===== config.mk =====
export PLATFORM = sky130hd
export DESIGN_NAME = ripple_count_capture_flat
export DESIGN_NICKNAME = d
export VERILOG_FILES = /design/src/rtl/ripple_pkg.sv /design/src/rtl/ripple_count_capture_if.sv /design/src/rtl/bus_stable_filter.sv /design/src/rtl/ripple_count_capture.sv /design/src/flat_wrapper.sv
export SDC_FILE = /design/constraint.sdc
export NUM_CORES = 1
export LEC_CHECK = 0
export BUFFER_PORTS_ARGS = -buffer_cell sky130_fd_sc_hd__buf_2
export CORE_UTILIZATION = 59
export CTS_CLUSTER_SIZE = 10
export DETAILED_ROUTE_END_ITERATION = 10
export PLACE_DENSITY = 0.83
export SLEW_MARGIN = 40
export SYNTH_ARGS = -nofsm -noshare
export SYNTH_HDL_FRONTEND = slang
export SYNTH_SLANG_ARGS = --single-unit

===== constraint.sdc =====
create_clock -name clock -period 5.4 [get_ports clock]
set_clock_uncertainty 0.1 [all_clocks]
set_input_delay 1.08 -clock clock [delete_from_list [all_inputs] [get_ports clock]]
set_output_delay 1.08 -clock clock [all_outputs]
set_load 0.02 [all_outputs]

===== src/rtl/ripple_pkg.sv =====
// Shared definitions for the ripple counter capture slice: FSM states,
// default bus widths and the classification of accepted count transitions.
package ripple_pkg;

  localparam int DEF_WIDTH      = 6;
  localparam int DEF_WRAP_W     = 4;
  localparam int DEF_STABLE_CYC = 2;

  typedef enum logic {
    SETTLE = 1'b0,
    TRACK  = 1'b1
  } cap_state_t;

  typedef enum logic [1:0] {
    INC  = 2'd0,
    WRAP = 2'd1,
    CLR  = 2'd2,
    ERR  = 2'd3
  } trans_t;

endpackage


===== src/rtl/ripple_count_capture_if.sv =====
// Snapshot request/acknowledge bundle between the control logic (master)
// and the ripple count capture block (slave).
interface ripple_count_capture_if
  import ripple_pkg::*;
#(
  parameter int DATA_W = DEF_WIDTH + DEF_WRAP_W
);

  logic              capture_req;
  logic              capture_ack;
  logic [DATA_W-1:0] capture_data;

  modport master (
    output capture_req,
    input  capture_ack,
    input  capture_data
  );

  modport slave (
    input  capture_req,
    output capture_ack,
    output capture_data
  );

endinterface


===== src/rtl/bus_stable_filter.sv =====
// Two-flop synchronizer for an asynchronous bus followed by a stability filter:
// a value is offered (o_accept) once it has been seen STABLE_CYC times in a row.
module bus_stable_filter
  import ripple_pkg::*;
#(
  parameter int WIDTH      = DEF_WIDTH,
  parameter int STABLE_CYC = DEF_STABLE_CYC
) (
  input  logic             clk,
  input  logic             rst_n,
  input  logic [WIDTH-1:0] i_bus,
  output logic [WIDTH-1:0] o_value,
  output logic             o_accept
);

  localparam int                STAB_W   = 3;
  localparam logic [STAB_W-1:0] STAB_MAX = STAB_W'(STABLE_CYC - 1);
  localparam logic [STAB_W-1:0] STAB_ONE = STAB_W'(1);

  logic [WIDTH-1:0]  r_s1;
  logic [WIDTH-1:0]  r_s2;
  logic [WIDTH-1:0]  r_last;
  logic              r_v1;
  logic              r_v2;
  logic              r_have;
  logic [STAB_W-1:0] r_stab;
  logic              w_accept;

  // r_v1/r_v2 mark sync stages holding real samples, so the zeroed
  // flops right after reset are never mistaken for a stable value.
  always_ff @(posedge clk) begin
    if (!rst_n) begin
      r_s1   <= '0;
      r_s2   <= '0;
      r_v1   <= 1'b0;
      r_v2   <= 1'b0;
      r_stab <= '0;
      r_last <= '0;
      r_have <= 1'b0;
    end else begin
      r_s1 <= i_bus;
      r_s2 <= r_s1;
      r_v1 <= 1'b1;
      r_v2 <= r_v1;
      if (r_v1 && r_v2 && (r_s1 == r_s2)) begin
        if (r_stab != STAB_MAX) begin
          r_stab <= r_stab + STAB_ONE;
        end
      end else begin
        r_stab <= '0;
      end
      if (w_accept) begin
        r_last <= r_s2;
        r_have <= 1'b1;
      end
    end
  end

  assign w_accept = r_v2 && (r_stab == STAB_MAX) && (!r_have || (r_s2 != r_last));
  assign o_value  = r_s2;
  assign o_accept = w_accept;

endmodule


===== src/rtl/ripple_count_capture.sv =====
// Consumer of an asynchronous ripple counter: filters the count, tracks wraps,
// clears and sequence errors, and serves {wrap_cnt, count_q} snapshots.
// Optional macro RIPPLE_CAPTURE_WRAP_SAT_EN: saturating wrap_cnt plus wrap_ovf.
module ripple_count_capture
  import ripple_pkg::*;
#(
  parameter int WIDTH      = DEF_WIDTH,
  parameter int WRAP_W     = DEF_WRAP_W,
  parameter int STABLE_CYC = DEF_STABLE_CYC
) (
  input  logic              clock,
  input  logic              clear,
  input  logic [WIDTH-1:0]  count_in,
  output logic [WIDTH-1:0]  count_q,
  output logic              count_valid,
  output logic              wrap_pulse,
  output logic              clear_seen,
  output logic [WRAP_W-1:0] wrap_cnt,
  output logic              seq_err,
`ifdef RIPPLE_CAPTURE_WRAP_SAT_EN
  output logic              wrap_ovf,
`endif
  ripple_count_capture_if.slave cap_if
);

  localparam logic [WIDTH-1:0]  CNT_ONE  = WIDTH'(1);
  localparam logic [WRAP_W-1:0] WRAP_ONE = WRAP_W'(1);

  cap_state_t              r_state;
  cap_state_t              w_state_next;
  logic [WIDTH-1:0]        r_count_q;
  logic [WIDTH-1:0]        w_count_q_next;
  logic                    r_valid;
  logic                    w_valid_next;
  logic                    r_wrap_pulse;
  logic                    w_wrap_pulse_next;
  logic                    r_clear_seen;
  logic                    w_clear_seen_next;
  logic [WRAP_W-1:0]       r_wrap_cnt;
  logic [WRAP_W-1:0]       w_wrap_cnt_next;
  logic                    r_seq_err;
  logic                    w_seq_err_next;
  logic                    r_ack;
  logic                    w_ack_next;
  logic [WIDTH+WRAP_W-1:0] r_data;
  logic [WIDTH+WRAP_W-1:0] w_data_next;
  logic                    r_ack_block;
  logic                    w_ack_block_next;
  logic                    r_ovf;
  logic                    w_ovf_next;
  logic [WIDTH-1:0]        w_cand;
  logic                    w_accept;
  trans_t                  w_trans;

  bus_stable_filter #(
    .WIDTH      (WIDTH),
    .STABLE_CYC (STABLE_CYC)
  ) u_filter (
    .clk      (clock),
    .rst_n    (clear),
    .i_bus    (count_in),
    .o_value  (w_cand),
    .o_accept (w_accept)
  );

  function automatic trans_t classify(input logic [WIDTH-1:0] o, input logic [WIDTH-1:0] n);
    logic [WIDTH-1:0] succ;
    succ = o + CNT_ONE;
    if (n == succ) return (o == '1) ? WRAP : INC;
    if (n == '0)   return CLR;
    return ERR;
  endfunction

  assign w_trans = classify(r_count_q, w_cand);

  always_comb begin
    w_state_next      = r_state;
    w_count_q_next    = r_count_q;
    w_valid_next      = r_valid;
    w_wrap_pulse_next = 1'b0;
    w_clear_seen_next = 1'b0;
    w_wrap_cnt_next   = r_wrap_cnt;
    w_seq_err_next    = r_seq_err;
    w_ack_next        = 1'b0;
    w_data_next       = r_data;
    w_ack_block_next  = r_ack_block;
    w_ovf_next        = r_ovf;
    case (r_state)
      SETTLE: begin
        if (w_accept) begin
          w_count_q_next = w_cand;
          w_valid_next   = 1'b1;
          w_state_next   = TRACK;
        end
      end
      TRACK: begin
        // Snapshot uses the registered values, i.e. before any acceptance this cycle.
        if (cap_if.capture_req && !r_ack_block) begin
          w_ack_next       = 1'b1;
          w_data_next      = {r_wrap_cnt, r_count_q};
          w_ack_block_next = 1'b1;
        end
        if (w_accept) begin
          w_count_q_next = w_cand;
          case (w_trans)
            WRAP: begin
              w_wrap_pulse_next = 1'b1;
`ifdef RIPPLE_CAPTURE_WRAP_SAT_EN
              if (r_wrap_cnt == '1) begin
                w_ovf_next = 1'b1;
              end else begin
                w_wrap_cnt_next = r_wrap_cnt + WRAP_ONE;
              end
`else
              w_wrap_cnt_next = r_wrap_cnt + WRAP_ONE;
`endif
            end
            CLR: begin
              w_clear_seen_next = 1'b1;
              w_wrap_cnt_next   = '0;
            end
            ERR:     w_seq_err_next = 1'b1;
            default: ;
          endcase
        end
      end
      default: w_state_next = SETTLE;
    endcase
    if (!cap_if.capture_req) begin
      w_ack_block_next = 1'b0;
    end
  end

  always_ff @(posedge clock) begin
    if (!clear) begin
      r_state      <= SETTLE;
      r_count_q    <= '0;
      r_valid      <= 1'b0;
      r_wrap_pulse <= 1'b0;
      r_clear_seen <= 1'b0;
      r_wrap_cnt   <= '0;
      r_seq_err    <= 1'b0;
      r_ack        <= 1'b0;
      r_data       <= '0;
      r_ack_block  <= 1'b0;
      r_ovf        <= 1'b0;
    end else begin
      r_state      <= w_state_next;
      r_count_q    <= w_count_q_next;
      r_valid      <= w_valid_next;
      r_wrap_pulse <= w_wrap_pulse_next;
      r_clear_seen <= w_clear_seen_next;
      r_wrap_cnt   <= w_wrap_cnt_next;
      r_seq_err    <= w_seq_err_next;
      r_ack        <= w_ack_next;
      r_data       <= w_data_next;
      r_ack_block  <= w_ack_block_next;
      r_ovf        <= w_ovf_next;
    end
  end

  assign count_q             = r_count_q;
  assign count_valid         = r_valid;
  assign wrap_pulse          = r_wrap_pulse;
  assign clear_seen          = r_clear_seen;
  assign wrap_cnt            = r_wrap_cnt;
  assign seq_err             = r_seq_err;
  assign cap_if.capture_ack  = r_ack;
  assign cap_if.capture_data = r_data;
`ifdef RIPPLE_CAPTURE_WRAP_SAT_EN
  assign wrap_ovf = r_ovf;
`endif

endmodule

===== src/flat_wrapper.sv =====
// flat-port wrapper written by rule: the top's interface ports become plain ports
module ripple_count_capture_flat import ripple_pkg::*;
#(
  parameter int WIDTH      = DEF_WIDTH,
  parameter int WRAP_W     = DEF_WRAP_W,
  parameter int STABLE_CYC = DEF_STABLE_CYC
)
  (clock, clear, count_in, count_q, count_valid, wrap_pulse, clear_seen, wrap_cnt, seq_err, cap_if_capture_req, cap_if_capture_ack, cap_if_capture_data);
  ripple_count_capture_if cap_if_i ();
  input  logic clock;
  input  logic clear;
  input  logic [WIDTH-1:0] count_in;
  output logic [WIDTH-1:0] count_q;
  output logic count_valid;
  output logic wrap_pulse;
  output logic clear_seen;
  output logic [WRAP_W-1:0] wrap_cnt;
  output logic seq_err;
  input wire logic [$bits(cap_if_i.capture_req)-1:0] cap_if_capture_req;
  output wire logic [$bits(cap_if_i.capture_ack)-1:0] cap_if_capture_ack;
  output wire logic [$bits(cap_if_i.capture_data)-1:0] cap_if_capture_data;
  assign cap_if_i.capture_req = cap_if_capture_req;
  assign cap_if_capture_ack = cap_if_i.capture_ack;
  assign cap_if_capture_data = cap_if_i.capture_data;
  ripple_count_capture #(.WIDTH(WIDTH), .WRAP_W(WRAP_W), .STABLE_CYC(STABLE_CYC)) u_core (.clock(clock), .clear(clear), .count_in(count_in), .count_q(count_q), .count_valid(count_valid), .wrap_pulse(wrap_pulse), .clear_seen(clear_seen), .wrap_cnt(wrap_cnt), .seq_err(seq_err), .cap_if(cap_if_i));
endmodule

==> key figures, run 1 <==
Layout
  • Nets: 248
  • Area Growth Syn to Fin: 11.88%
  • Layout cell share with drive strength beyond 1: 21.89%
  • Reg area: 900.9 um^2
  • Area of the multi-input gates: 985.9 um^2
  • Most frequent cells in the layout: dfxtp_1, buf_2, nand2_1, and2_1, a21boi_0
  • Most common cell after layout, fill and taps aside: dfxtp_1
  • Antenna Cells: 0
  • Fillers: 259

Global route
  • Global-route wire length before repair: 5796 um
  • Pin count of the biggest net entering global routing: 47
  • Vias in the first global route: 1,316
  • Initial antenna violation count: 0
  • Grt total ovfl: 0
  • Gr usage total: 22.60%

Critical path
  • Required time worst endpoint: 5.57 ns
  • Critical Path Max Stage Delay: 0.45 ns
  • WP data arrival: 3.25 ns
  • WS Path Type: reg -> reg
  • CP cell instances: ha_1 > xor2_1 > a2111oi_2 > o211ai_2 > mux2i_1 > ha_1 > or3b_4 > a21oi_4 > o21ai_1 > a32o_1
  • Startpoint types: flip-flop
  • CP max FO: 8
  • Most common cell on crit path: ha_1
  • CP Capture Type: flip-flop
  • Worst path slowest cell: dfxtp_1

Timing
  • Setup TNS: 0 ns
  • Fmax: 324.5 MHz
  • Final Hold Fails: 0
  • Clock period minus final worst setup slack: 3.081 ns
  • Slew @ Worst Pin: 0.7023 ns
  • Final Cycle Share: 57.06%
  • Slew margin rel.: 53.01%
  • RSZ-0062 raised after global routing: no
  • Setup violation total in the final timing report: 0
  • Final worst slack: 2.319 ns
  • Slew Viols, Final: 0

Clock network
  • Number of CTS-inserted buffers: 5
  • Worst-path clk slew: 0.13 ns
  • Hold Buf Count CTS: 0
  • Clock latency on the worst-skew pair: 0.36 ns
  • CTS sink cnt: 45
  • Postcts setup bufs: 0
  • Clock root cell: clkbuf_4
  • TritonCTS clock tree: built
  • H-Tree Depth: 2
  • Deepest clock path buffer count: 2
  • Cts repair resizes: 0

Outcome
  • Status: finished, final reports clean

Placed design
  • GP Congestion: 0.8603
  • DPL Wire Length: 2455 um
  • Post-place setup slack: 2.312 ns
  • Port-buffer cells: 33

Detailed routing
  • DR WL/cell: 12.87 um
  • Residual DRC count: 0
  • Vias per inst: 5.112
  • TritonRoute pass-1 iters: 4
  • DR vias: 1,416
  • Iter 0 DRT Violations: 67
  • Drt total wl: 3565 um
  • Antenna Nets Post-Route: 0

Logic synthesis
  • Cell count after synthesis: 203
  • Syn Std Cell Area: 1959 um^2
  • Netlist cell types: 40
  • Post-synth EDFFs: 0
  • Syn Nets: 219
  • Ys async rst share: 0%
  • Synth warn: 0
  • Most used DFF post-synth: dfxtp_1
  • Flops & latches, synth: 45
  • Syn Area/Cell: 9.652 um^2
  • Sequential-to-total area share from yosys stat: 45.98%

Floorplanning
  • Die area: 3555 um^2
  • Ports: 34
  • # rows: 20
  • Starting Density: 63.15%
  • Die Height: 59.63 um
  • Core Area: 3103 um^2
  • Die Wd: 59.63 um

Min path
  • Hold Path Class: reg -> reg

Power
  • Maximum VDD drop: 162.6 uV
  • Total power draw: 554.1 uW
  • Power Density: 252.8 nW/um^2
  • Static leakage: 0.001039 uW

Flow run
  • Max cap viols: 0
-- path summary, 6_finish.rpt --
path	start	endpoint	slack [ns]	cells past startpoint
max	u_core.u_filter.r_last[0]$_SDFFE_PN0N_	u_core.wrap_cnt[2]$_SDFFE_PN0P_	2.32	10
max reg2reg	u_core.u_filter.r_last[0]$_SDFFE_PN0N_	u_core.wrap_cnt[2]$_SDFFE_PN0P_	2.32	10
min reg2reg	u_core.cap_if.capture_data[8]$_SDFFE_PN0P_	u_core.cap_if.capture_data[8]$_SDFFE_PN0P_	0.37	2
min	u_core.cap_if.capture_data[8]$_SDFFE_PN0P_	u_core.cap_if.capture_data[8]$_SDFFE_PN0P_	0.37	2
-- final cells by class --
type	instances	share of cell area, %
repair buffers	33	7.534
well taps	44	2.511
flip-flops and latches	45	41.10
clock inverters	1	0.2283
multi-input cells	143	44.98
inverters	4	0.6849
clock buffers	7	2.968
-- registers in the layout (all words and copies together) (netlist names), 3 cells and up --
signal / cells
u_core.cap_if.capture_data: 10
u_core.u_filter.o_value: 6
u_core.u_filter.r_last: 6
u_core.u_filter.r_s1: 6
u_core.u_filter.r_stab: 3
u_core.wrap_cnt: 4
-- report_power, final --
group / internal (uW) / switching [uW]
Clock: 75.5 / 105
Sequential: 337 / 5.02
Combinational: 15.5 / 16.3
Total: 428 / 126
-- synthesized netlist by cell type (2+ instances only) --
master | count | area [um^2]
and4_1 | 2 | 17.52
nand2_1 | 29 | 108.9
clkbuf_1 | 7 | 26.28
and2_1 | 14 | 87.58
a21oi_1 | 3 | 15.01
dfxtp_1 | 45 | 900.9
nor2b_1 | 8 | 50.05
mux2i_1 | 7 | 70.07
nor3_1 | 4 | 20.02
a32o_1 | 2 | 20.02
xor2_1 | 10 | 87.58
buf_4 | 2 | 15.01
o21a_1 | 2 | 15.01
nand3_1 | 4 | 20.02
o21ai_0 | 2 | 10.01
nor2_1 | 10 | 37.54
ha_1 | 7 | 87.58
a21boi_0 | 11 | 82.58
xnor2_1 | 7 | 61.31
inv_1 | 4 | 15.01
and3_1 | 3 | 18.77
o21ai_1 | 2 | 10.01
-- metrics by stage --
stage                     instance area [um^2]  hold slack (ns)  cells  utilization, %
after global routing                      2192           0.3894    277           70.65
after CTS                                 2192           0.3723    277           70.65
final                                     2192           0.3697    277           70.65
after floorplan                           1959           0.3279    203               -
after global placement                    2122           0.3333    269           68.39
after detailed placement                  2122           0.3493    269           68.39
-- cells by family after synthesis --
family / synth area share, %
buffers and inverters: 3.703
adder cells (fa/ha/maj): 4.470
flip-flops: 45.98
multiplexers: 4.151
AND/OR/NAND/NOR: 22.54
XOR/XNOR: 7.599
AO/OA/AOI/OAI: 11.56
-- worst max-delay path, delay by kind of cell, from the launching register on --
family / cells / cell delay, ns
xor gates and xnor gates: 1 / 0.15
adders and majority gates: 2 / 0.54
DFF: 1 / 0.45
and+or+nand+nor: 1 / 0.40
muxes: 1 / 0.23
AOI/OAI and AO/OA: 5 / 1.12
-- metal layers --
metal  global-route usage [%]  routed length [um]  vias to the layer above
li1                         -                   -                      733
met2                    35.15                1639                       30
met4                    14.62                  68                        0
met5                        0                   0                        -
met3                    4.803                 123                        6
met1                    28.28                1733                      647
Power figures use the tool's default switching activity.
==> run 2, diff against run 1 <==
CORE_UTILIZATION = 55   (was 59)
PLACE_DENSITY = 0.79   (was 0.83)
clock period = 3 ns   (was 5.4 ns; I/O delays follow)
==> run 2 against run 1 <==
Compared with the run above:
- global-route usage fell by 2.7 points
- power up 73%
- clock power increased by 57%
- core utilization down 2.9 points
- die area rose by 7.0%
- non-clock buffer count is 13 higher
- critical endpoint is now u_core.wrap_cnt[3]$_SDFFE_PN0P_
==> key figures, run 2 (synthesis gave the netlist of run 1 again) <==
Floorplanning
  • Die Wd: 61.69 um (was 59.63 um)
  • Core Area: 3363 um^2 (was 3103 um^2)
  • # rows: 21 (was 20)
  • Ports: 34 (unchanged)
  • Die Height: 61.69 um (was 59.63 um)
  • Die area: 3805 um^2 (was 3555 um^2)
  • Starting Density: 58.26% (was 63.15%)

Detailed routing
  • DR vias: 1,462 (was 1,416)
  • Antenna Nets Post-Route: 0 (unchanged)
  • DR WL/cell: 11.71 um (was 12.87 um)
  • Residual DRC count: 0 (unchanged)
  • TritonRoute pass-1 iters: 4 (unchanged)
  • Iter 0 DRT Violations: 28 (was 67)
  • Drt total wl: 3408 um (was 3565 um)
  • Vias per inst: 5.024 (was 5.112)

Layout
  • Most common cell after layout, fill and taps aside: dfxtp_1 (unchanged)
  • Area Growth Syn to Fin: 16.22% (was 11.88%)
  • Fillers: 304 (was 259)
  • Most frequent cells in the layout: dfxtp_1, buf_2, nand2_1, and2_1, buf_4 (was dfxtp_1, buf_2, nand2_1, and2_1, a21boi_0)
  • Antenna Cells: 0 (unchanged)
  • Max reg flops: 10 (unchanged)
  • Nets: 261 (was 248)
  • Layout cell share with drive strength beyond 1: 25.31% (was 21.89%)
  • Area of the multi-input gates: 985.9 um^2 (unchanged)
  • Finished Core Util: 67.71% (was 70.65%)
  • Reg area: 900.9 um^2 (unchanged)

Timing
  • RSZ-0062 raised after global routing: no (unchanged)
  • Final Cycle Share: 93.61% (was 57.06%)
  • Slew Viols, Final: 0 (unchanged)
  • Clock period minus final worst setup slack: 2.808 ns (was 3.081 ns)
  • Setup violation total in the final timing report: 0 (unchanged)
  • Setup TNS: 0 ns (unchanged)
  • Slew margin rel.: 52.35% (was 53.01%)
  • Slew @ Worst Pin: 0.7121 ns (was 0.7023 ns)
  • Fmax: 356.1 MHz (was 324.5 MHz)
  • Final Hold Fails: 0 (unchanged)

Critical path
  • CP bufs+invs: 1 (was 0)
  • Crit path max-delay family: compound AO/OA/AOI/OAI gates (unchanged)
  • CP cell instances: ha_1 > xor2_1 > a2111oi_2 > o211ai_2 > buf_4 > ha_1 > or3b_4 > a21oi_4 > o21ai_1 > a32o_1 (was ha_1 > xor2_1 > a2111oi_2 > o211ai_2 > mux2i_1 > ha_1 > or3b_4 > a21oi_4 > o21ai_1 > a32o_1)
  • Startpoint types: flip-flop (unchanged)
  • CP Capture Type: flip-flop (unchanged)
  • Worst path slowest cell: or3b_4 (was dfxtp_1)
  • Crit path launch: u_core.u_filter.r_last[0]$_SDFFE_PN0N_ (unchanged)
  • WP data arrival: 2.96 ns (was 3.25 ns)
  • Required time worst endpoint: 3.15 ns (was 5.57 ns)
  • CP max FO: 5 (was 8)
  • Critical Path Max Stage Delay: 0.40 ns (was 0.45 ns)
  • Most common cell on crit path: ha_1 (unchanged)
  • R2R Path Start: u_core.u_filter.r_last[0]$_SDFFE_PN0N_ (unchanged)
  • WS Path Type: reg -> reg (unchanged)

Global route
  • Vias in the first global route: 1,232 (was 1,316)
  • Initial antenna violation count: 0 (unchanged)
  • Pin count of the biggest net entering global routing: 27 (was 47)
  • Gr usage total: 19.95% (was 22.60%)
  • Grt total ovfl: 0 (unchanged)
  • Global-route wire length before repair: 5388 um (was 5796 um)

Power
  • Power Density: 421.8 nW/um^2 (was 252.8 nW/um^2)
  • Maximum VDD drop: 300.8 uV (was 162.6 uV)
  • Sw frac: 21.97% (was 22.73%)
  • Switching power: 211.0 uW (was 125.9 uW)
  • Comb power frac: 6.6% (was 5.8%)
  • Reg power frac: 63.9% (was 61.7%)
  • Clock power share: 29.4% (was 32.5%)
  • Static leakage: 0.001097 uW (was 0.001039 uW)
  • Pint: 749.5 uW (was 428.1 uW)

Outcome
  • Status: finished, final reports clean (unchanged)

Clock network
  • CTS sink cnt: 45 (unchanged)
  • Cts repair resizes: 0 (unchanged)
  • TritonCTS clock tree: built (unchanged)
  • Clock root cell: clkbuf_4 (unchanged)
  • Worst-path clk slew: 0.12 ns (was 0.13 ns)
  • H-Tree Depth: 2 (unchanged)
  • Deepest clock path buffer count: 2 (unchanged)
  • Clock latency on the worst-skew pair: 0.35 ns (was 0.36 ns)
  • Number of CTS-inserted buffers: 5 (unchanged)

Flow run
  • Max cap viols: 0 (unchanged)

Placed design
  • GP Congestion: 0.8394 (was 0.8603)
  • DPL Wire Length: 2502 um (was 2455 um)
  • Port-buffer cells: 33 (unchanged)

Min path
  • Hold Path Class: in -> reg (was reg -> reg)
  • Hold path startpoint: count_in[5] (was u_core.cap_if.capture_data[8]$_SDFFE_PN0P_)
==> run 2: power by group through the flow <==
| stage | registers, uW | logic, uW | clock network (uW) |
|---|---|---|---|
| floorplan | 626 | 46.2 | 0 |
| global placement | 627 | 61.6 | 0 |
| detailed placement | 628 | 62.3 | 0 |
| CTS | 614 | 62.8 | 297 |
| global route | 615 | 72.0 | 317 |
| finish | 614 | 63.8 | 283 |
==> run 2: stage by stage <==
step	setup slack (ns)	total power (uW)	hold WS [ns]	cells	area (um^2)
2_1_floorplan	0.02626	672.0	0.3279	203	1959
3_3_place_gp	0.1449	689.0	0.3429	279	2185
3_5_place_dp	0.1114	690.0	0.3489	279	2185
4_1_cts	0.1095	973.6	0.3368	286	2240
5_1_grt	0.03887	1005	0.3305	291	2277
6_report	0.1917	960.5	0.3539	291	2277
==> run 2: final cells by class <==
type / instances / share of cell area (%)
Tap cell: 46 / 2.527
Inverter: 4 / 0.6593
Multi-Input combinational cell: 143 / 43.30
Timing Repair Buffer: 46 / 11.54
Clock buffer: 7 / 2.418
Sequential cell: 45 / 39.56
==> run 2: per-layer routing <==
layer / track usage (%) / share of wire, %
met1: 25.06 / 48
met2: 31.95 / 47
met3: 6.303 / 3.4
met4: 7.619 / 1.6
met5: 0 / 0
==> run 2: final timing paths <==
| kind | end | slack (ns) | cells after the start |
|---|---|---|---|
| setup reg to reg | u_core.wrap_cnt[3]$_SDFFE_PN0P_ | 0.19 | 10 |
| hold reg to reg | u_core.cap_if.capture_data[4]$_SDFFE_PN0P_ | 0.36 | 2 |
| setup / recovery | u_core.wrap_cnt[3]$_SDFFE_PN0P_ | 0.19 | 10 |
| hold / removal | u_core.u_filter.r_s1[5]$_SDFF_PN0_ | 0.35 | 2 |
==> run 2: timing repair <==
item,4_1_cts,5_1_grt
setup endpoints to repair,0,2
hold buffers,0,0
buffers inserted,0,5
